**config.mk**
```make
export PLATFORM = sky130hd
export DESIGN_NAME = mul_div_unit
export DESIGN_NICKNAME = d
export VERILOG_FILES = /design/src/rtl/mul_div_unit.sv
export SDC_FILE = /design/constraint.sdc
export NUM_CORES = 1
export LEC_CHECK = 0
export ABC_AREA = 1
export ABC_CLOCK_PERIOD_IN_PS = 3650
export BUFFER_PORTS_ARGS = -buffer_cell sky130_fd_sc_hd__buf_2
export CAP_MARGIN = 20
export CORE_UTILIZATION = 35
export DETAILED_ROUTE_END_ITERATION = 6
export SLEW_MARGIN = 30
export SYNTH_ARGS = -nofsm -noshare
export SYNTH_HDL_FRONTEND = slang
export SYNTH_SLANG_ARGS = --single-unit
```
**constraint.sdc**
```tcl
create_clock -name clk -period 3.65 [get_ports clk]
set_input_delay 0.73 -clock clk [delete_from_list [all_inputs] [get_ports clk]]
set_output_delay 0.73 -clock clk [all_outputs]
set_load 0.01 [all_outputs]
```
**src/rtl/mul_div_unit.sv**
```systemverilog
// Iterative unsigned multiply/divide unit feeding the register-file write port.
// Optional divider datapath enabled by defining MUL_DIV_UNIT_DIV_EN.
//
// state  | meaning
// S_IDLE | waiting for start; operands latched on accept
// S_BUSY | one shift-add or restoring-divide iteration per edge
// S_DONE | single-cycle write-back (suppressed for r0), then back to idle
module mul_div_unit #(
    parameter int DATA_WIDTH = 32,
    parameter int REG_ADDR   = 5
) (
    input  logic                  clk,
    input  logic                  rstn,
    input  logic                  start,
    input  logic [1:0]            op,
    input  logic [DATA_WIDTH-1:0] a_data,
    input  logic [DATA_WIDTH-1:0] b_data,
    input  logic [REG_ADDR-1:0]   rd_addr,
    output logic                  busy,
    output logic                  wb_en,
    output logic [REG_ADDR-1:0]   wb_addr,
    output logic [DATA_WIDTH-1:0] wb_data
);

    localparam int IDX_W = $clog2(DATA_WIDTH);
    localparam int CNT_W = IDX_W + 1;

    typedef enum logic [1:0] {S_IDLE, S_BUSY, S_DONE} state_t;

    state_t                  state, state_next;
    logic [1:0]              op_q;
    logic [DATA_WIDTH-1:0]   a_q, b_q;
    logic [REG_ADDR-1:0]     rd_q, rd_sel;
    logic [CNT_W-1:0]        cnt, cnt_next;
    logic [2*DATA_WIDTH-1:0] acc, acc_next;
    logic [DATA_WIDTH:0]     mul_sum;
    logic [DATA_WIDTH-1:0]   result;
    logic                    load;
`ifdef MUL_DIV_UNIT_DIV_EN
    logic [DATA_WIDTH:0]     rem, rem_next;
    logic [DATA_WIDTH+1:0]   trial;
    logic [IDX_W-1:0]        msb_idx;
    logic                    a_bit;
`endif

    always_comb begin
        state_next = state;
        cnt_next   = cnt;
        acc_next   = acc;
        mul_sum    = '0;
        load       = 1'b0;
        result     = '0;
        rd_sel     = rd_q;
`ifdef MUL_DIV_UNIT_DIV_EN
        rem_next   = rem;
        trial      = '0;
        msb_idx    = '0;
        a_bit      = 1'b0;
`endif
        case (state)
            S_IDLE: begin
                rd_sel = rd_addr;
                if (start) begin
                    load     = 1'b1;
                    cnt_next = '0;
                    acc_next = '0;
`ifdef MUL_DIV_UNIT_DIV_EN
                    rem_next   = '0;
                    state_next = S_BUSY;
`else
                    // Without the divider, divide ops complete immediately with zero.
                    state_next = op[1] ? S_DONE : S_BUSY;
`endif
                end
            end
            S_BUSY: begin
                cnt_next = cnt + 1'b1;
`ifdef MUL_DIV_UNIT_DIV_EN
                if (op_q[1]) begin
                    // Restoring step; b=0 never borrows, giving all-ones quotient and rem=a.
                    msb_idx = IDX_W'(DATA_WIDTH - 1) - cnt[IDX_W-1:0];
                    a_bit   = a_q[msb_idx];
                    trial   = {rem, a_bit} - {2'b00, b_q};
                    if (!trial[DATA_WIDTH+1]) begin
                        rem_next = trial[DATA_WIDTH:0];
                    end else begin
                        rem_next = {rem[DATA_WIDTH-1:0], a_bit};
                    end
                    acc_next[DATA_WIDTH-1:0] = {acc[DATA_WIDTH-2:0], ~trial[DATA_WIDTH+1]};
                end else
`endif
                begin
                    // Right-shifting product: carry of the add lands in the top bit.
                    mul_sum  = {1'b0, acc[2*DATA_WIDTH-1:DATA_WIDTH]}
                             + (b_q[cnt[IDX_W-1:0]] ? {1'b0, a_q} : '0);
                    acc_next = {mul_sum, acc[DATA_WIDTH-1:1]};
                end
                if (cnt == CNT_W'(DATA_WIDTH - 1)) begin
                    state_next = S_DONE;
                end
            end
            S_DONE: begin
                state_next = S_IDLE;
            end
            default: begin
                state_next = S_IDLE;
            end
        endcase

        if (state == S_BUSY) begin
            case (op_q)
                2'b00:   result = acc_next[DATA_WIDTH-1:0];
                2'b01:   result = acc_next[2*DATA_WIDTH-1:DATA_WIDTH];
`ifdef MUL_DIV_UNIT_DIV_EN
                2'b10:   result = acc_next[DATA_WIDTH-1:0];
                2'b11:   result = rem_next[DATA_WIDTH-1:0];
`endif
                default: result = '0;
            endcase
        end
    end

    always_ff @(posedge clk or negedge rstn) begin
        if (!rstn) begin
            state   <= S_IDLE;
            op_q    <= '0;
            a_q     <= '0;
            b_q     <= '0;
            rd_q    <= '0;
            cnt     <= '0;
            acc     <= '0;
            busy    <= 1'b0;
            wb_en   <= 1'b0;
            wb_addr <= '0;
            wb_data <= '0;
`ifdef MUL_DIV_UNIT_DIV_EN
            rem     <= '0;
`endif
        end else begin
            state <= state_next;
            cnt   <= cnt_next;
            acc   <= acc_next;
`ifdef MUL_DIV_UNIT_DIV_EN
            rem   <= rem_next;
`endif
            if (load) begin
                op_q <= op;
                a_q  <= a_data;
                b_q  <= b_data;
                rd_q <= rd_addr;
            end
            busy <= (state_next != S_IDLE);
            if (state_next == S_DONE && state != S_DONE) begin
                wb_en   <= (rd_sel != '0);
                wb_addr <= rd_sel;
                wb_data <= result;
            end else begin
                wb_en   <= 1'b0;
                wb_addr <= '0;
                wb_data <= '0;
            end
        end
    end

endmodule

```
==> run_results.csv <==
group,metric,value,unit
detailed_routing,ant_nets,0,
sta,finalCriticalPeriod,3.39,ns
worst_setup_path,timing.rr.start,"cnt[0]$_DFFE_PN0P_",
worst_hold_path,min_path_type,"primary input to asynchronous set/reset pin",
floorplanning,dieHeight,173,um
sta,fmax,295,MHz
floorplanning,dieArea,29900,sq um
pwr,vdd.ir_drop.worst,0.434,mV
cts,cts_root_buf,"clkbuf_16",
floorplanning,initial_utilization,35.6,%
pwr,p_total,11.3,mW
yosys,synth-seq-area-share,44.6,%
sta,setup_ws,0.261,ns
grt,grt_pass1_vias,8788,
grt,track_usage,19.1,%
cells_and_area,nNetsFinal,1609,
placement,placement.io_buffers,112,
cts,clock_path_buffers,2,
worst_setup_path,endpoint_kind,"flop",
detailed_routing,wire_per_inst,14.4,um
yosys,synth.distinct_cells,36,
cells_and_area,design_area,11900,sq um
yosys,synth_area_per_cell,7.30,sq um
worst_setup_path,crit_slowest_cell,"dfrtp_2",
worst_setup_path,crit_chain,"dlymetal6s2s_1 -> o21ai_0 -> o22ai_1 -> nor2_1 -> o22ai_1 -> nand2_1 -> a21boi_1 -> ha_1 -> inv_1 -> fa_1 -> inv_1 -> nand2_1 -> nand3_1 -> nand2_1 -> nand2_1 -> nand2_1 -> nand2_1 -> nand2_1 -> nand3_1 -> nand3_1 -> a21oi_2",
floorplanning,core,28700,sq um
yosys,ys_seq_elements,182,
detailed_routing,drtIter0Drc,576,
worst_setup_path,crit_buf_inv,3,
sta,slew_headroom,38.8,%
worst_setup_path,reg2reg_depth,21,
yosys,netlist_top_cells_area,"dfrtp_1, nand2_1, inv_1",
sta,setup_viol,0,
detailed_routing,drc,0,
grt,grt_max_degree,84,
cells_and_area,antenna_cells,0,
placement,place_area,11200,sq um
sta,hold_viol_final,0,
worst_setup_path,required,4.01,ns
worst_setup_path,crit_fanout,6,
cts,htreeDepth,4,
yosys,synth_edf_count,0,
placement,pre_cts_ws,0.128,ns
yosys,synthesis.nets,1506,
worst_setup_path,cp.depth,21,
cts,clock_insertion_delay_worst_skew,0.45,ns
worst_setup_path,arrival,3.75,ns
worst_setup_path,worstSetupPathType,"flop to flop",
cells_and_area,layout_commonest_cell,"nand2_1",
cells_and_area,fillCellCount,3027,
sta,tightest_slew,0.916,ns
detailed_routing,dr.pass1.iters,5,
placement,hpwl,20.2,mm
yosys,synthArstFlopShare,100,%
sta,finalCritPeriodShare,92.9,%
cells_and_area,drive_above_1_share,14.3,%
cells_and_area,final_cell_mix,"nand2_1, inv_1, dfrtp_1",
sta,slew_viol_final,0,
floorplanning,pin_count,113,
detailed_routing,wirelength,27.4,mm
cts,cts_made_buffers,17,
run,drv_cap,0,
detailed_routing,num_vias,8856,
yosys,synthCells,1398,
cts,cts_sinks,182,
yosys,synth_flop_cell,"dfrtp_1",
detailed_routing,vias_per_cell,4.67,
worst_setup_path,crit_top_cell,"nand2_1",
pwr,leakage,6.49,nW
yosys,synth-warning-count,0,
yosys,syn_area,10200,sq um
floorplanning,die_w,173,um
grt,grt_overflow,0,
floorplanning,num_rows,62,
sta,skew,0.0166,ns
placement,place_congestion,0.938,
worst_setup_path,startpoint,"cnt[0]$_DFFE_PN0P_",
cts,cts.clk_slew.worst_paths,0.08,ns
run_status,status,"finished clean",
yosys,synth_top_area_share,44.6,%
worst_setup_path,critPathTopFamily,"simple AND/OR/NAND/NOR gates",
cts,ctsHoldBuffers,0,
worst_setup_path,slowest_delay,0.44,ns
cells_and_area,areaGrowthSynthToFinish,16.0,%
pwr,power.density,951,nW/um^2
worst_setup_path,cp-start-kind,"flop",
grt,antenna_found_initial,0,
yosys,synth_top_area_cell,"dfrtp_1",
cts,cts_tree,"yes",
grt,grt_pass1_wl,45.7,mm
-- cell families after synthesis --
family                   synth area share, %
multiplexers                           0.196
flip-flops                              44.6
AO/OA/AOI/OAI                           12.0
adder cells (fa/ha/maj)                 4.24
AND/OR/NAND/NOR                         27.6
buffers and inverters                   10.6
XOR/XNOR                               0.772
-- power by group --
part	internal [mW]	switching, mW
Combinational	2.12	4.00
Clock	0.994	0.952
Sequential	2.75	0.456
Total	5.86	5.41
-- synth_stat cells, drive strengths merged (6+ instances only) --
library cell and instances:
nand3 70, o211ai 6, xnor2 9, a21boi 32
o21ai 49, ha 33, o22ai 39, clkbuf 21
inv 213, nor3 6, a21oi 58, dfrtp 182
nand2 533, nor2 103, buf 30
-- sequential cells by signal, indices dropped and copies added, names as in the netlist --
name / count
op_q: 2
busy: 1
wb_data: 32
wb_en: 1
b_q: 32
cnt: 6
state: 2
a_q: 32
wb_addr: 5
rd_q: 5
acc: 64
-- worst register-to-register path, cell delays in order, from the launching register on --
cell and delay, ns:
dfrtp_2 0.44, dlymetal6s2s_1 0.19, o21ai_0 0.12, o22ai_1 0.17
nor2_1 0.06, o22ai_1 0.15, nand2_1 0.16, a21boi_1 0.17
ha_1 0.19, inv_1 0.06, fa_1 0.41, inv_1 0.09
nand2_1 0.07, nand3_1 0.16, nand2_1 0.10, nand2_1 0.17
nand2_1 0.10, nand2_1 0.07, nand2_1 0.05, nand3_1 0.11
nand3_1 0.12, a21oi_2 0.18
-- worst paths after layout --
kind	end	slack, ns
setup reg to reg	wb_data[21]$_DFF_PN0_	0.26
min in group clk	b_q[16]$_DFFE_PN0P_	0.47
setup / recovery	wb_data[21]$_DFF_PN0_	0.26
hold reg to reg	a_q[21]$_DFFE_PN0P_	0.47
hold / removal	acc[24]$_DFF_PN0_	0.19
max in group asynchronous	acc[7]$_DFF_PN0_	2.49
-- metrics by stage --
| step | util [%] | hold WS, ns | setup TNS (ns) | cells |
|---|---|---|---|---|
| 6_report | 41.3 | 0.193 | 0 | 1898 |
| 2_1_floorplan | - | 0.434 | 0 | 1398 |
| 3_3_place_gp | 39.0 | 0.456 | 0 | 1863 |
| 3_5_place_dp | 39.0 | 0.459 | 0 | 1863 |
| 5_1_grt | 41.3 | 0.217 | -0.00157 | 1898 |
| 4_1_cts | 41.1 | 0.213 | 0 | 1895 |
-- area by class of cell --
| class | count | area (sq um) | share of cell area (%) |
|---|---|---|---|
| clock buffers | 18 | 429 | 3.62 |
| clock inverters | 14 | 185 | 1.56 |
| inverters | 214 | 808 | 6.82 |
| multi-input cells | 951 | 4600 | 38.9 |
| flip-flops and latches | 182 | 4560 | 38.5 |
| well taps | 384 | 480 | 4.05 |
| repair buffers | 135 | 786 | 6.63 |
-- repair_timing --
item,CTS,global route
setup buffers,0,3
endpoints found under the setup margin,0,30
gates resized for setup,0,10
-- metal layers --
layer | vias up | global-route usage [%] | routed length, um
li1 | 4550 | - | -
met4 | 0 | 5.57 | 436
met5 | - | 0 | 0
met2 | 204 | 28.7 | 11800
met1 | 4071 | 27.7 | 13700
met3 | 31 | 3.67 | 1460
Power figures use the tool's default switching activity.
